### config.mk
export PLATFORM = sky130hd
export DESIGN_NAME = vga_capture
export DESIGN_NICKNAME = d
export VERILOG_FILES = /design/src/rtl/vga_capture.sv
export SDC_FILE = /design/constraint.sdc
export NUM_CORES = 1
export LEC_CHECK = 0
export BUFFER_PORTS_ARGS = -buffer_cell sky130_fd_sc_hd__buf_2
export CAP_MARGIN = 20
export CORE_MARGIN = 2
export CORE_UTILIZATION = 30
export CTS_CLUSTER_SIZE = 14
export DETAILED_ROUTE_END_ITERATION = 7
export HOLD_SLACK_MARGIN = 0.1
export SETUP_SLACK_MARGIN = 0.02
export SLEW_MARGIN = 20
export SYNTH_ARGS = -nofsm -noshare
export SYNTH_HDL_FRONTEND = slang
export SYNTH_SLANG_ARGS = --single-unit
### constraint.sdc
create_clock -name VGA_CLK_IN -period 2.75 [get_ports VGA_CLK_IN]
set_input_delay 0.4125 -clock VGA_CLK_IN [delete_from_list [all_inputs] [get_ports VGA_CLK_IN]]
set_output_delay 0.4125 -clock VGA_CLK_IN [all_outputs]
set_load 0.02 [all_outputs]
### src/rtl/vga_capture.sv
// Samples an incoming VGA stream and writes a rectangular pixel window into
// a frame memory through a simple write port; also reports measured line length.
module vga_capture #(
    parameter int unsigned WIN_X0    = 396,
    parameter int unsigned WIN_W     = 149,
    parameter int unsigned WIN_Y0    = 197,
    parameter int unsigned WIN_H     = 149,
    parameter logic [31:0] BASE_ADDR = 32'd24
) (
    input  logic        VGA_CLK_IN,
    input  logic        i_rst_n,
    input  logic        i_hsync,
    input  logic        i_vsync,
    input  logic [7:0]  i_red,
    input  logic [7:0]  i_green,
    input  logic [7:0]  i_blue,
    input  logic        i_arm,
    input  logic        i_continuous,
    output logic        o_wr_en,
    output logic [31:0] o_wr_addr,
    output logic [23:0] o_wr_data,
    output logic        o_busy,
    output logic        o_frame_done,
    output logic        o_err,
    output logic [9:0]  o_line_len
);

    localparam logic [9:0] X_LO = 10'(WIN_X0);
    localparam logic [9:0] X_HI = 10'(WIN_X0 + WIN_W - 1);
    localparam logic [9:0] Y_LO = 10'(WIN_Y0);
    localparam logic [9:0] Y_HI = 10'(WIN_Y0 + WIN_H - 1);

    typedef enum logic [1:0] {
        IDLE,
        WAIT_VS,
        CAPTURE,
        DONE
    } state_t;

    state_t      state_q;
    logic        hs_q, vs_q, seen_q;
    logic [9:0]  col_q, row_q, len_q;
    logic [31:0] addr_q, wr_addr_q;
    logic [23:0] wr_data_q;
    logic        wr_en_q, done_q, err_q;

    logic        hs_rise, vs_rise;
    logic [9:0]  col_inc, col_d, row_inc, row_d;
    logic        in_win, last_px, cap;
    logic [31:0] base;

    always_comb begin
        hs_rise = i_hsync & ~hs_q;
        vs_rise = i_vsync & ~vs_q;
        col_inc = (col_q == 10'h3FF) ? col_q : col_q + 10'd1;
        row_inc = (row_q == 10'h3FF) ? row_q : row_q + 10'd1;
        col_d   = hs_rise ? 10'd0 : col_inc;
        row_d   = row_q;
        if (vs_rise)
            row_d = 10'd0;
        else if (hs_rise)
            row_d = row_inc;
        in_win  = (col_d >= X_LO) && (col_d <= X_HI)
               && (row_d >= Y_LO) && (row_d <= Y_HI);
        last_px = (col_d == X_HI) && (row_d == Y_HI);
        cap     = (state_q == CAPTURE)
               || ((state_q == WAIT_VS) && vs_rise);
        base    = vs_rise ? BASE_ADDR : addr_q;
    end

    // Position tracking and line measurement run regardless of capture state.
    always_ff @(posedge VGA_CLK_IN or negedge i_rst_n) begin
        if (!i_rst_n) begin
            hs_q   <= 1'b0;
            vs_q   <= 1'b0;
            seen_q <= 1'b0;
            col_q  <= 10'd0;
            row_q  <= 10'd0;
            len_q  <= 10'd0;
        end else begin
            hs_q  <= i_hsync;
            vs_q  <= i_vsync;
            col_q <= col_d;
            row_q <= row_d;
            if (hs_rise) begin
                seen_q <= 1'b1;
                if (seen_q)
                    len_q <= col_inc;
            end
        end
    end

    always_ff @(posedge VGA_CLK_IN or negedge i_rst_n) begin
        if (!i_rst_n) begin
            state_q   <= IDLE;
            addr_q    <= BASE_ADDR;
            wr_en_q   <= 1'b0;
            wr_addr_q <= 32'd0;
            wr_data_q <= 24'd0;
            done_q    <= 1'b0;
            err_q     <= 1'b0;
        end else begin
            wr_en_q <= 1'b0;
            done_q  <= 1'b0;
            unique case (state_q)
                IDLE: begin
                    if (i_arm) begin
                        err_q   <= 1'b0;
                        addr_q  <= BASE_ADDR;
                        state_q <= WAIT_VS;
                    end
                end
                WAIT_VS, CAPTURE: begin
                    // A vsync rise mid-capture aborts and restarts on the new frame.
                    if (vs_rise) begin
                        state_q <= CAPTURE;
                        addr_q  <= BASE_ADDR;
                        if (state_q == CAPTURE)
                            err_q <= 1'b1;
                    end
                    if (cap && in_win) begin
                        wr_en_q   <= 1'b1;
                        wr_addr_q <= base;
                        wr_data_q <= {i_red, i_green, i_blue};
                        addr_q    <= base + 32'd1;
                        if (last_px) begin
                            done_q  <= 1'b1;
                            state_q <= DONE;
                        end
                    end
                end
                DONE: begin
                    if (i_continuous) begin
                        state_q <= WAIT_VS;
                        addr_q  <= BASE_ADDR;
                    end else begin
                        state_q <= IDLE;
                    end
                end
            endcase
        end
    end

    assign o_wr_en      = wr_en_q;
    assign o_wr_addr    = wr_addr_q;
    assign o_wr_data    = wr_data_q;
    assign o_busy       = (state_q != IDLE);
    assign o_frame_done = done_q;
    assign o_err        = err_q;
    assign o_line_len   = len_q;

endmodule
==> results of run 1 <==
-- per-layer routing --
layer  GRT usage, %  vias up  share of wire (%)
li1               -     3045                  -
met1           22.6     3049                 47
met2           26.0      184                 46
met3           4.14       27                5.6
met4           5.60        0                1.7
met5              0        -                  0
-- registers in the layout, summed over array words and instances (netlist names) --
name          cells
o_frame_done      1
col_q            10
addr_q           32
o_line_len       10
state_q           2
hs_q              1
row_q            10
o_wr_addr        32
seen_q            1
o_err             1
o_wr_data        24
o_wr_en           1
vs_q              1
-- stage by stage --
| stage | instance area [um^2] | util [%] |
|---|---|---|
| 2_1_floorplan | 6840 | - |
| 3_3_place_gp | 8600 | 39.4 |
| 3_5_place_dp | 8600 | 39.4 |
| 4_1_cts | 9530 | 43.7 |
| 5_1_grt | 9880 | 45.3 |
| 6_report | 9880 | 45.3 |
-- cells in the mapped netlist, types with 4 or more instances --
| master | count |
|---|---|
| dfrtp_1 | 124 |
| nand2_1 | 117 |
| o21ai_0 | 58 |
| nor2_1 | 34 |
| nand3_1 | 32 |
| mux2_2 | 26 |
| clkbuf_1 | 23 |
| inv_1 | 18 |
| a21oi_1 | 15 |
| and3_1 | 15 |
| nand4_1 | 15 |
| nor3_1 | 15 |
| a31oi_1 | 14 |
| buf_2 | 14 |
| nand2b_1 | 11 |
| a41oi_1 | 10 |
| mux2i_1 | 10 |
| and4_1 | 7 |
| buf_4 | 7 |
| ha_1 | 7 |
| nor4_1 | 7 |
| o211ai_1 | 7 |
| or4_1 | 7 |
| o31ai_1 | 6 |
| a21o_1 | 5 |
| and2_1 | 5 |
| buf_6 | 5 |
| xnor2_1 | 5 |
| a311oi_1 | 4 |
| o22ai_1 | 4 |
-- cell type report --
| type | instances | area [um^2] | area share [%] |
|---|---|---|---|
| flip-flops and latches | 126 | 3160 | 32.0 |
| clock buffers | 18 | 439 | 4.44 |
| repair buffers | 272 | 2010 | 20.3 |
| clock inverters | 14 | 154 | 1.56 |
| multi-input cells | 507 | 3710 | 37.5 |
| well taps | 280 | 350 | 3.55 |
| inverters | 18 | 67.6 | 0.684 |
-- power breakdown --
group          switching (mW)  total (mW)  internal (mW)
sequential             0.0614        1.99           1.92
combinational           0.922        1.44          0.518
clock                   0.910        2.28           1.37
total                    1.89        5.71           3.81
-- logic make-up (layout without fill, tap and decap cells) --
family	after synthesis	after routing	synth area share, %
buffers and inverters	69	322	5.09
AND/OR/NAND/NOR	293	295	23.0
XOR/XNOR	6	6	0.786
AO/OA/AOI/OAI	163	163	16.8
adder cells (fa/ha/maj)	7	7	1.31
flip-flops	126	126	47.2
multiplexers	36	36	5.88
-- worst max path at each step --
| stage | end |
|---|---|
| finish | o_wr_data[19]$_DFFE_PN0P_ |
| global route | o_wr_data[3]$_DFFE_PN0P_ |
| CTS | o_wr_data[2]$_DFFE_PN0P_ |
| detailed placement | o_wr_addr[16]$_DFFE_PN0P_ |
| global placement | o_wr_data[19]$_DFFE_PN0P_ |
| floorplan | addr_q[14]$_DFFE_PN0P_ |
-- what timing repair did --
item,CTS,global route
pin swaps,17,13
gates resized for setup,66,67
buffers inserted,10,11
hold buffers,1,0
hold endpoints to repair,58,0
setup endpoints to repair,92,91
gates cloned,2,2
-- cells in the final DEF (no fill, tap or decap), types with 5 or more instances in the layout --
cell         n
a41oi_2      7
inv_6        6
a31oi_1     11
ha_1         5
nor3_1      10
and4_1       7
buf_8        5
inv_1       18
buf_12       7
a21oi_1     14
nand4_1     15
dfrtp_1    122
nand3_2      6
mux2_4      10
o21ai_2      5
nand2_2     13
nand2_1    102
o211ai_1     7
buf_2       98
o21ai_1     25
and3_1      11
mux2i_1      9
nor2_1      33
nand2b_1    10
buf_6       11
mux2_2      16
o21ai_0     30
buf_4      148
xnor2_1      5
nand3_1     25
a21o_1       5
clkbuf_16   17
==> run summary, run 1 <==
CTS saw 126 sinks. The count of flip-flops with a built-in enable after synthesis was 0; the fmax was 336 MHz. The H-tree was split into 4 levels. The area growth from synthesis to layout is 47.8%. The checks that failed: setup timing. Register-to-register setup slack: -0.23 ns. Counting distinct cell types in the post-synthesis netlist gives 83. Once placement completed, the tool counted placed cells totaling 1177.

The first routing iteration left 461 violations. The area share of the leading cell type in the synthesized netlist came out at 46.4%. Setup violations remaining at the end of the flow were counted as 89. TritonCTS built the clock tree. The y dimension of the die came out at 153 um. On the final layout, the worst hold slack is 0.189 ns. Launching point of the worst reg2reg path: row_q[0]$_DFF_PN0_. The worst setup path startpoint is row_q[0]$_DFF_PN0_. Clock latency on the worst-skew pair, taken at its later pin, is 0.43 ns. Total nets after synthesis: 737.

The kind of cell with the highest combined delay along the critical path is simple AND/OR/NAND/NOR gates. For this run, the number of Yosys warnings is 0. During placement, the flow inserted port buffers numbering 99.

For this run, the slowest stage of the critical path takes 0.43 ns. Counting both buffers and inverters, the worst setup path holds a total of 3. The logs give 19800 um for the final routed wirelength across all metal layers and 47.2% for the post-synthesis sequential area ratio.

The library cell with the largest summed area after synthesis was dfrtp_1. The buffer depth of the longest clock path was 2; the highest net fanout along the worst path was 22. The core region area was 21800 um^2. The required time at the endpoint of the critical path came out at 3.06 ns. For the data arrival time of the critical path, the log shows 3.29 ns.

The average wire per cell in the routed design came out at 16.0 um. The worst setup path is launched from a flop. Synthesis produced 700 cells.

IR analysis of the VDD net gives a maximum drop of 0.000382 V. Global routing consumed, over all layers together, 16.7% of the routing resources. Counting flops and latches in the post-synthesis netlist gives 126. The worst-case setup margin in the final layout came out at -0.230 ns.

The slowest stage of the critical path belongs to the cell dfrtp_1. Measured against its own limit, the worst slew margin works out to 56.7%. Ranked by total cell area, the synthesized netlist is headed by dfrtp_1, nand2_1, mux2_2. Entering global routing, the biggest net connects 63 pins. The detailed placement HPWL was 13600 um.

Summed over all cells, the static leakage comes to 4.72 nW. The share of the cycle needed by the critical path after routing works out to 108%. The global placement routability congestion was 0.922.

The total via count in the routed design is 6305. 100 I/O pins were placed. Number of antenna violations at the first check in global routing: 0. The initial cell density of the core was 30.6%; the remaining global-route overflow was 0. The layout net count was 979. Worst hold path cell count: 1. Number of failing hold endpoints at the final stage: 0. For the worst flop-to-flop path, the logic depth is 12. In this run the remaining antenna-violating nets after routing total 0.

Setup repair after global routing could not meet its margin everywhere. The smallest clock period supported by the final layout is computed as 2.98 ns. For the setup TNS, the log shows -12.04 ns. OpenSTA, run right after detailed placement, puts the worst setup slack at -0.450 ns.

The tools report the antenna cell count as 0. The signal on the critical path passes through ha_4 -> and3_4 -> a31oi_4 -> buf_6 -> nand3_4 -> a221oi_4 -> nor4_4 -> nor4_4 -> buf_6 -> nand3_4 -> buf_12 -> mux2_4. The async set-or-reset flop fraction in the synthesized netlist is 100%, and the number of CTS-inserted buffers is 17.

The tools report the non-filler instance count after layout as 1235. For this run, the leading register cell type out of synthesis is dfrtp_1. Counting buffers and inverters, the worst setup path is 12 cells deep.

The initialized floorplan defines 54 standard-cell rows. Cell area after technology mapping: 6690 um^2. The endpoint identified for the worst register-to-register timing path is o_wr_data[19]$_DFFE_PN0P_.

The design draws 5.71 mW. The root buffer cell chosen for the clock tree is clkbuf_16. The critical path in this run is classified as reg2reg. Fill cells in the final layout number 2036. The via count normalized by instance count was 5.11.

Across the run, the number of max-cap violations was 0. The run finished, with violations left. Clock-pin slew was measured on the worst setup and hold paths at 0.06 ns. The final clock skew came out at 0.0113 ns. For this design the ratio of total power to cell area is 578 nW/um^2. The tools report the overall die area as 23500 um^2.

The average cell area after synthesis is 9.55 um^2, and the first-pass iteration count of the detailed router is 4. In the routed design, unresolved DRC markers number 0. The first global-routing pass estimated 31600 um of wire. Slew at the pin closest to its max-slew limit: 0.645 ns. The post-route netlist has 44.9% of its cells at a drive strength greater than 1.

The via count of the first global-routing pass is 6085. STA classifies the critical path endpoint as a flop. The max-slew violation count is 0. Worst hold path endpoint: hs_q$_DFF_PN0_. The die width is 153 um. The worst hold path begins at i_hsync. The type of the tightest min-delay check was in2reg.
(Power assumes the default switching activity.)
==> run 2, diff against run 1 <==
Settings changed: CORE_UTILIZATION 30 to 52, PLACE_DENSITY_LB_ADDON set to 0.2.
==> run 2 against run 1 <==
The flow still finishes with violations (setup timing). Clock skew shrank 0.0015 ns. Global-route usage grew 13 points. Critical path depth grew 2. Non-clock buffer count shrank 2. Via count grew 11%. Sequential cell count is the same. Final cell count shrank 9.0%.
==> run summary, run 2 (synthesis gave the netlist of run 1 again) <==
The tools report the required time at the endpoint of the critical path as 3.11 ns. The signal on the critical path passes through ha_4 -> buf_6 -> nand4b_1 -> a31oi_2 -> nor2_2 -> a221oi_4 -> nor4_4 -> nor4_4 -> buf_6 -> nand2_8 -> buf_6 -> buf_6 -> nor4b_2 -> a211o_1. The run gives 5.88 mW as the total power. The library cell appearing most often on the critical path is buf_6. Once layout is complete, the cells apart from fillers number 1124. At the worst endpoint, the arrival time is 3.39 ns. At the end of routability-driven placement, the weighted congestion stood at 0.932. The first global-routing pass estimated 32700 um of wire. For this run, the detailed router's first-pass iteration total came to 6.

Measured against its own limit, the worst slew margin works out to 54.5%. The H-tree was split into 4 levels. For the number of failing hold endpoints at the final stage, the log shows 0. The total via count in the routed design is 7025, and the clock edge transition at the registers on the reported setup and hold paths is 0.06 ns. Before CTS, the worst setup slack after placement is -0.451 ns.

The worst-case setup margin in the final layout came out at -0.272 ns. The power per standard cell area came out at 570 nW/um^2. The via count of the first global-routing pass was 6787. In the layout the commonest cells are buf_4, dfrtp_1, buf_2, nand2_1, nor2_1.

The run gives 0 as the max-cap check violation count. Buffers placed on the I/O ports in this run total 99. 0 antenna diodes ended up in the layout.

For this configuration, the core starts out at a cell density of 53.2%. The via count normalized by instance count was 6.25; the remaining global-route overflow was 0. The run finished, with violations left. After floorplanning, the core was sized to cover 12600 um^2. The fmax was 331 MHz; the worst ir drop on vdd was 0.000497 V.

For the worst-skew pair, the clock arrives at the later sink with an insertion delay of 0.44 ns. The die covers 13800 um^2. The number of antenna violations at the first check in global routing was 0; the max-slew violation count was 0. Between clock sinks in the finished design, the worst skew comes to 0.00976 ns.

Sink count of the clock tree: 126. The worst setup path is launched from a flop. The slew at the pin closest to its max-slew limit came out at 0.682 ns. The final critical path time including I/O delays and setup was 3.02 ns; the met3 routed wirelength was 1610 um.

The most common cell after layout, fill and taps aside is buf_4. Setup violations remaining at the end of the flow were counted as 88. The overall global routing resource usage is 29.2%, and the largest stage delay on the critical path is 0.42 ns. Of the cells placed in the final design, the portion with a size suffix greater than 1 is 49.7%. The wire-length estimate of the detail-placed layout is 12900 um.

The category of the worst setup path capture point was a flop. The top layer reached by signal wires was met4. The tools report the leakage power summed over all cells as 4.99 nW. The run gives 976 as the layout net count.

In the routed design, unresolved DRC markers number 0. Relative to the synthesized area, the layout overhead comes to 54.3%. After detailed routing, the wire length on met1 is 8630 um. In this run, the number of DRC markers left after iteration 0 of detailed routing was 721. TritonCTS built the clock tree.

The final reports fail on setup timing. The run gives 12100 um as the length of routed met2 wiring. The tree is rooted in a clkbuf_16. The post-detailed-route count of antenna-violating nets was 0. Of the available clock period, the critical path in the final layout requires 110%.

The run gives 2 as the buffer depth of the longest clock path. For this design, the slowest cell found on the critical path is dfrtp_1. The count of placed standard cells including taps is 1047. Counting the fill cells in the layout gives 658. The die is 117 um wide. Average wire per cell in the routed design: 20.9 um. The worst register-to-register path begins at row_q[0]$_DFF_PN0_. The critical path is of the reg2reg type. Entering global routing, the biggest net connects 127 pins. Setup repair after global routing could not meet its margin everywhere.

The floorplan has 41 rows. The y dimension of the die was 117 um; the number of CTS-inserted buffers was 17. Worst setup path startpoint: row_q[0]$_DFF_PN0_.

Wires add up to 23500 um. Number of placed I/O pins: 100. Type of the tightest min-delay check: in2async. Of all nets on the critical path, the largest fanout is 5.
-- run 2: cell count changes in the layout (fill, tap and decap cells not counted), moves of 5 or more --
cell	change
nand2_1	-16
inv_6	-6
o21ai_2	+11
buf_6	+7
nand2_4	+15
buf_4	-18
mux2_4	+15
clkbuf_16	+5
o21ai_0	-9
mux2_2	-15
-- run 2: final timing paths --
path / end / slack, ns / cells after the start
max: addr_q[20]$_DFFE_PN0P_ / -0.27 / 14
min: o_wr_data[6]$_DFFE_PN0P_ / 0.09 / 2
max reg2reg: addr_q[20]$_DFFE_PN0P_ / -0.27 / 14
min reg2reg: seen_q$_DFFE_PN0N_ / 0.47 / 1
max in group asynchronous: row_q[4]$_DFF_PN0_ / 2.13 / 2
min in group VGA_CLK_IN: o_wr_data[20]$_DFFE_PN0P_ / 0.21 / 2
-- run 2: critical path: cells and delay by family, from the launching register on --
kind                     cells  cell delay [ns]
flip-flops                   1             0.42
buffers and inverters        4             0.57
AO/OA/AOI/OAI                3             0.74
AND/OR/NAND/NOR              6             1.03
adder cells (fa/ha/maj)      1             0.19
-- run 2: report_power, final --
group / leakage (nW) / total (mW) / internal [mW] / switching [mW]
Sequential: 1.72 / 1.98 / 1.93 / 0.0572
Combinational: 2.97 / 1.54 / 0.516 / 1.02
Clock: 0.292 / 2.36 / 1.49 / 0.863
-- run 2: area by class of cell --
cell class / instances / area (um^2) / share of cell area (%)
sequential: 126 / 3160 / 30.6
clock buffer: 22 / 474 / 4.60
multi-input combinational: 506 / 4080 / 39.6
clock inverter: 10 / 136 / 1.32
inverter: 18 / 70.1 / 0.679
tap: 172 / 215 / 2.09
timing repair buffer: 270 / 2180 / 21.1
-- run 2: timing repair --
action                                  in CTS  in global routing
resized for setup                           64                179
pin swaps                                   16                 74
cloned                                       5                  5
buffers inserted                            23                 13
endpoints found under the setup margin      92                 92
hold buffers                                 0                  0
-- run 2: per-stage QoR --
stage	area, um^2	TNS, ns	hold slack, ns	util (%)
3_3_place_gp	8290	-17.30	0.454	65.9
6_report	10300	-13.91	0.0864	82.1
5_1_grt	10300	-21.47	0.0706	82.1
2_1_floorplan	6840	-4.52	0.117	-
4_1_cts	9440	-6.68	0.135	75.1
3_5_place_dp	8290	-26.39	0.456	65.9
-- run 2: metal layers --
metal | up-vias | global-route usage (%)
met2 | 395 | 52.1
met3 | 143 | 6.32
met5 | - | 0
met1 | 3457 | 33.3
li1 | 3030 | -
met4 | 0 | 14.0
==> run 3, diff against run 2 <==
Settings changed: CTS_BUF_LIST set to sky130_fd_sc_hd__clkbuf_4 sky130_fd_sc_hd__clkbuf_8 sky130_fd_sc_hd__clkbuf_16, MAX_ROUTING_LAYER set to met4.
==> run 3 against run 2 <==
Sequential cell count unchanged. First-iteration DRC count decreased by 26%. Register-to-register slack improved by 0.03 ns. Clock skew decreased by 0.0041 ns. Combinational power about the same. Non-clock buffer count decreased by 15. Die area unchanged. Core utilization decreased by 2.9 points. Routed wire length decreased by 8.4%. Final cell count decreased by 1.2%. Final area decreased by 3.5%. Total power decreased by 0.21%. The flow still finishes with violations (setup timing).
==> run summary, run 3 (synthesis gave the netlist of run 1 again) <==
The total via count in the routed design is 6698, and the total non-filler cell area in the finished layout is 9950 um^2. For the worst hold slack across all endpoints, the log shows 0.124 ns. Dividing the detail-routed via count by the number of cells gives 6.03. Data arrives at the worst endpoint at 3.30 ns.

Leaving out fill and tap cells, the most frequent cell in the layout is buf_4. 100 I/O pins were placed. The instance area at placement is 8230 um^2.

In this run the tool buffered the top-level ports with 99 buffer cells. Overall die area: 13800 um^2. In this run the deepest clock path goes through 2 buffers. The launching point of the worst reg2reg path was row_q[1]$_DFF_PN0_. The number of antenna violations at the first check in global routing is 0. For the number of CTS-inserted buffers, the log shows 17.

The critical path is of the reg2reg type. Combinational cells account for 25.8% of the total power. After detailed routing, the total wire length is 21500 um. For this run, the post-layout net count is 964. The via count of the first global-routing pass is 6749, and the overall global routing resource usage is 31.0%. Setup repair after global routing could not meet its margin everywhere.

The floorplan step set the die width to 117 um. The logs give 4 for the count of H-tree levels built during CTS and 3.98 mW for the internal power of the cells. For the pin with the worst max-slew slack, the measured transition is 0.541 ns. After clock tree synthesis, the clock-pin slew on the worst setup and hold paths is 0.06 ns. The largest net degree at the start of global routing came out at 83. At the end of routability-driven placement, the weighted congestion stood at 0.918. The final critical path time including I/O delays and setup is 3.00 ns, and the post-route DRC violation count is 0. The run gives 126 as the sink count of the clock tree.

Across the VDD grid, the largest voltage drop is 0.000492 V. The initial cell density of the core is 53.2%. Summed over all layers, the global routing overflow is 0. The initial detailed-routing violation count was 536; the net switching fraction of the power was 32.2%. The run finished, with violations left. The tools report the category of the worst setup path capture point as a flop. The first-pass iteration count of the detailed router is 7. Dividing the detail-routed wire length by the instance count gives 19.4 um. The fraction of layout instances using a drive strength above 1 works out to 46.6%. Compared with the post-synthesis result, the final layout area differs by 48.9%. The number of failing hold endpoints at the final stage was 0.

After floorplanning, the core was divided into 41 placement rows. Along the worst path, the maximum fanout reaches 4. Timing analysis after detailed placement gives a worst setup slack of -0.350 ns. In this run the standard cell core region covers 12600 um^2. The total of endpoints with negative setup slack in the final report is 88. Fill cells in the final layout number 758. After layout, the worst path uses 109% of the clock period. Data on the critical path is required at its endpoint by 3.06 ns. Type of the tightest min-delay check: in2reg.

The top cell types in the final layout, fill and taps aside, are buf_4, dfrtp_1, nand2_1, buf_2, nor2_1. Measured along the y axis, the die boundary spans 117 um. The worst hold path cell count was 1. The worst setup path is launched from a flop. The area taken by flip-flops and latches was 3160 um^2.

The multi-input combinational cells in the finished layout cover a total of 3940 um^2. The wire-length estimate of the detail-placed layout is 12800 um. The run gives -0.247 ns as the worst-case setup margin in the final layout. The final reports fail on setup timing.

The worst register-to-register path has a depth of 12. The register-to-register setup slack was -0.25 ns. The later pin in the worst-skew pair is clocked with a latency of 0.43 ns. The first global-routing pass estimated 33600 um of wire. For the max-slew violation count, the log shows 0. End of the worst register-to-register path: addr_q[17]$_DFFE_PN0P_.

Max-cap check violation count: 0. The tools report the root cell of the clock tree as clkbuf_16. The proportion of power drawn by flip-flops and latches came out at 33.9%. The completed layout was analyzed and its total power is 5.87 mW.

Per report_power, the clock group accounts for 40.3% of the total. The path with the worst hold slack has its endpoint at vs_q$_DFF_PN0_. The number of antenna diodes in the final layout is 0. The leakage power summed over all cells was 4.79 nW. The count of nets left with antenna violations once routing finished came out at 0. The run gives 1.89 mW as the switching power.

TritonCTS built the clock tree. In this run the power density over the cells is 589 nW/um^2. The relative slew slack came out at 63.8%. For the final database, setup skew stands at 0.00571 ns. Launch point of the worst hold path: i_vsync. For this run, the top clock speed supported by timing is 334 MHz.
==> run 3: final cells by class <==
type                            count  share of cell area [%]
Clock buffer                       19                    4.42
Clock inverter                     12                    1.71
Inverter                           18                   0.679
Multi-Input combinational cell    509                    39.6
Sequential cell                   126                    31.7
Tap cell                          172                    2.16
Timing Repair Buffer              255                    19.7
==> run 3: worst max-delay path, cell delays in order, from the launching register on <==
cell and delay (ns):
dfrtp_2 0.40, buf_4 0.13, nand4_1 0.22, nor4_4 0.42, nand4_1 0.14, a32o_2 0.30
a311oi_2 0.21, and2_4 0.25, buf_12 0.13, buf_4 0.11, nand2_4 0.07, o211a_1 0.23
a211o_1 0.26
==> run 3: stage by stage <==
| stage | utilization (%) | cells | TNS [ns] |
|---|---|---|---|
| final | 79.2 | 1111 | -11.88 |
| after global routing | 79.2 | 1111 | -20.09 |
| after CTS | 75.6 | 1103 | -6.11 |
| after detailed placement | 65.5 | 1041 | -18.45 |
| after global placement | 65.5 | 1041 | -11.60 |
| after floorplan | - | 700 | -4.52 |
==> run 3: timing repair <==
action / in CTS / in global routing
buffers inserted: 24 / 7
pin swaps: 25 / 42
gates resized for setup: 106 / 83
hold buffers: 1 / 0
gates cloned: 7 / 2
endpoints found under the setup margin: 91 / 92
hold endpoints to repair: 36 / 0
==> run 3: power groups by stage <==
stage	clock, mW	sequential (mW)	combinational [mW]
6_report	2.36	1.99	1.51
4_1_cts	2.37	1.98	1.37
3_3_place_gp	0	2.01	1.27
3_5_place_dp	0	2.01	1.29
5_1_grt	2.47	2.00	1.61
2_1_floorplan	0	2.04	0.704
==> run 3: metal layers <==
metal  up-vias  track usage (%)  wire (um)
met4         0             13.1        788
met5         -                -          0
met3        92             5.20       1250
li1       3017                -          -
met1      3267             35.8       8210
met2       322             53.7      11300
==> run 3: how the worst max path moves through the flow <==
| stage | start | end |
|---|---|---|
| 6_report | row_q[1]$_DFF_PN0_ | addr_q[17]$_DFFE_PN0P_ |
| 3_5_place_dp | i_hsync | addr_q[18]$_DFFE_PN0P_ |
| 4_1_cts | row_q[1]$_DFF_PN0_ | addr_q[17]$_DFFE_PN0P_ |
| 3_3_place_gp | i_hsync | addr_q[28]$_DFFE_PN0P_ |
| 2_1_floorplan | row_q[1]$_DFF_PN0_ | addr_q[14]$_DFFE_PN0P_ |
| 5_1_grt | row_q[1]$_DFF_PN0_ | addr_q[17]$_DFFE_PN0P_ |
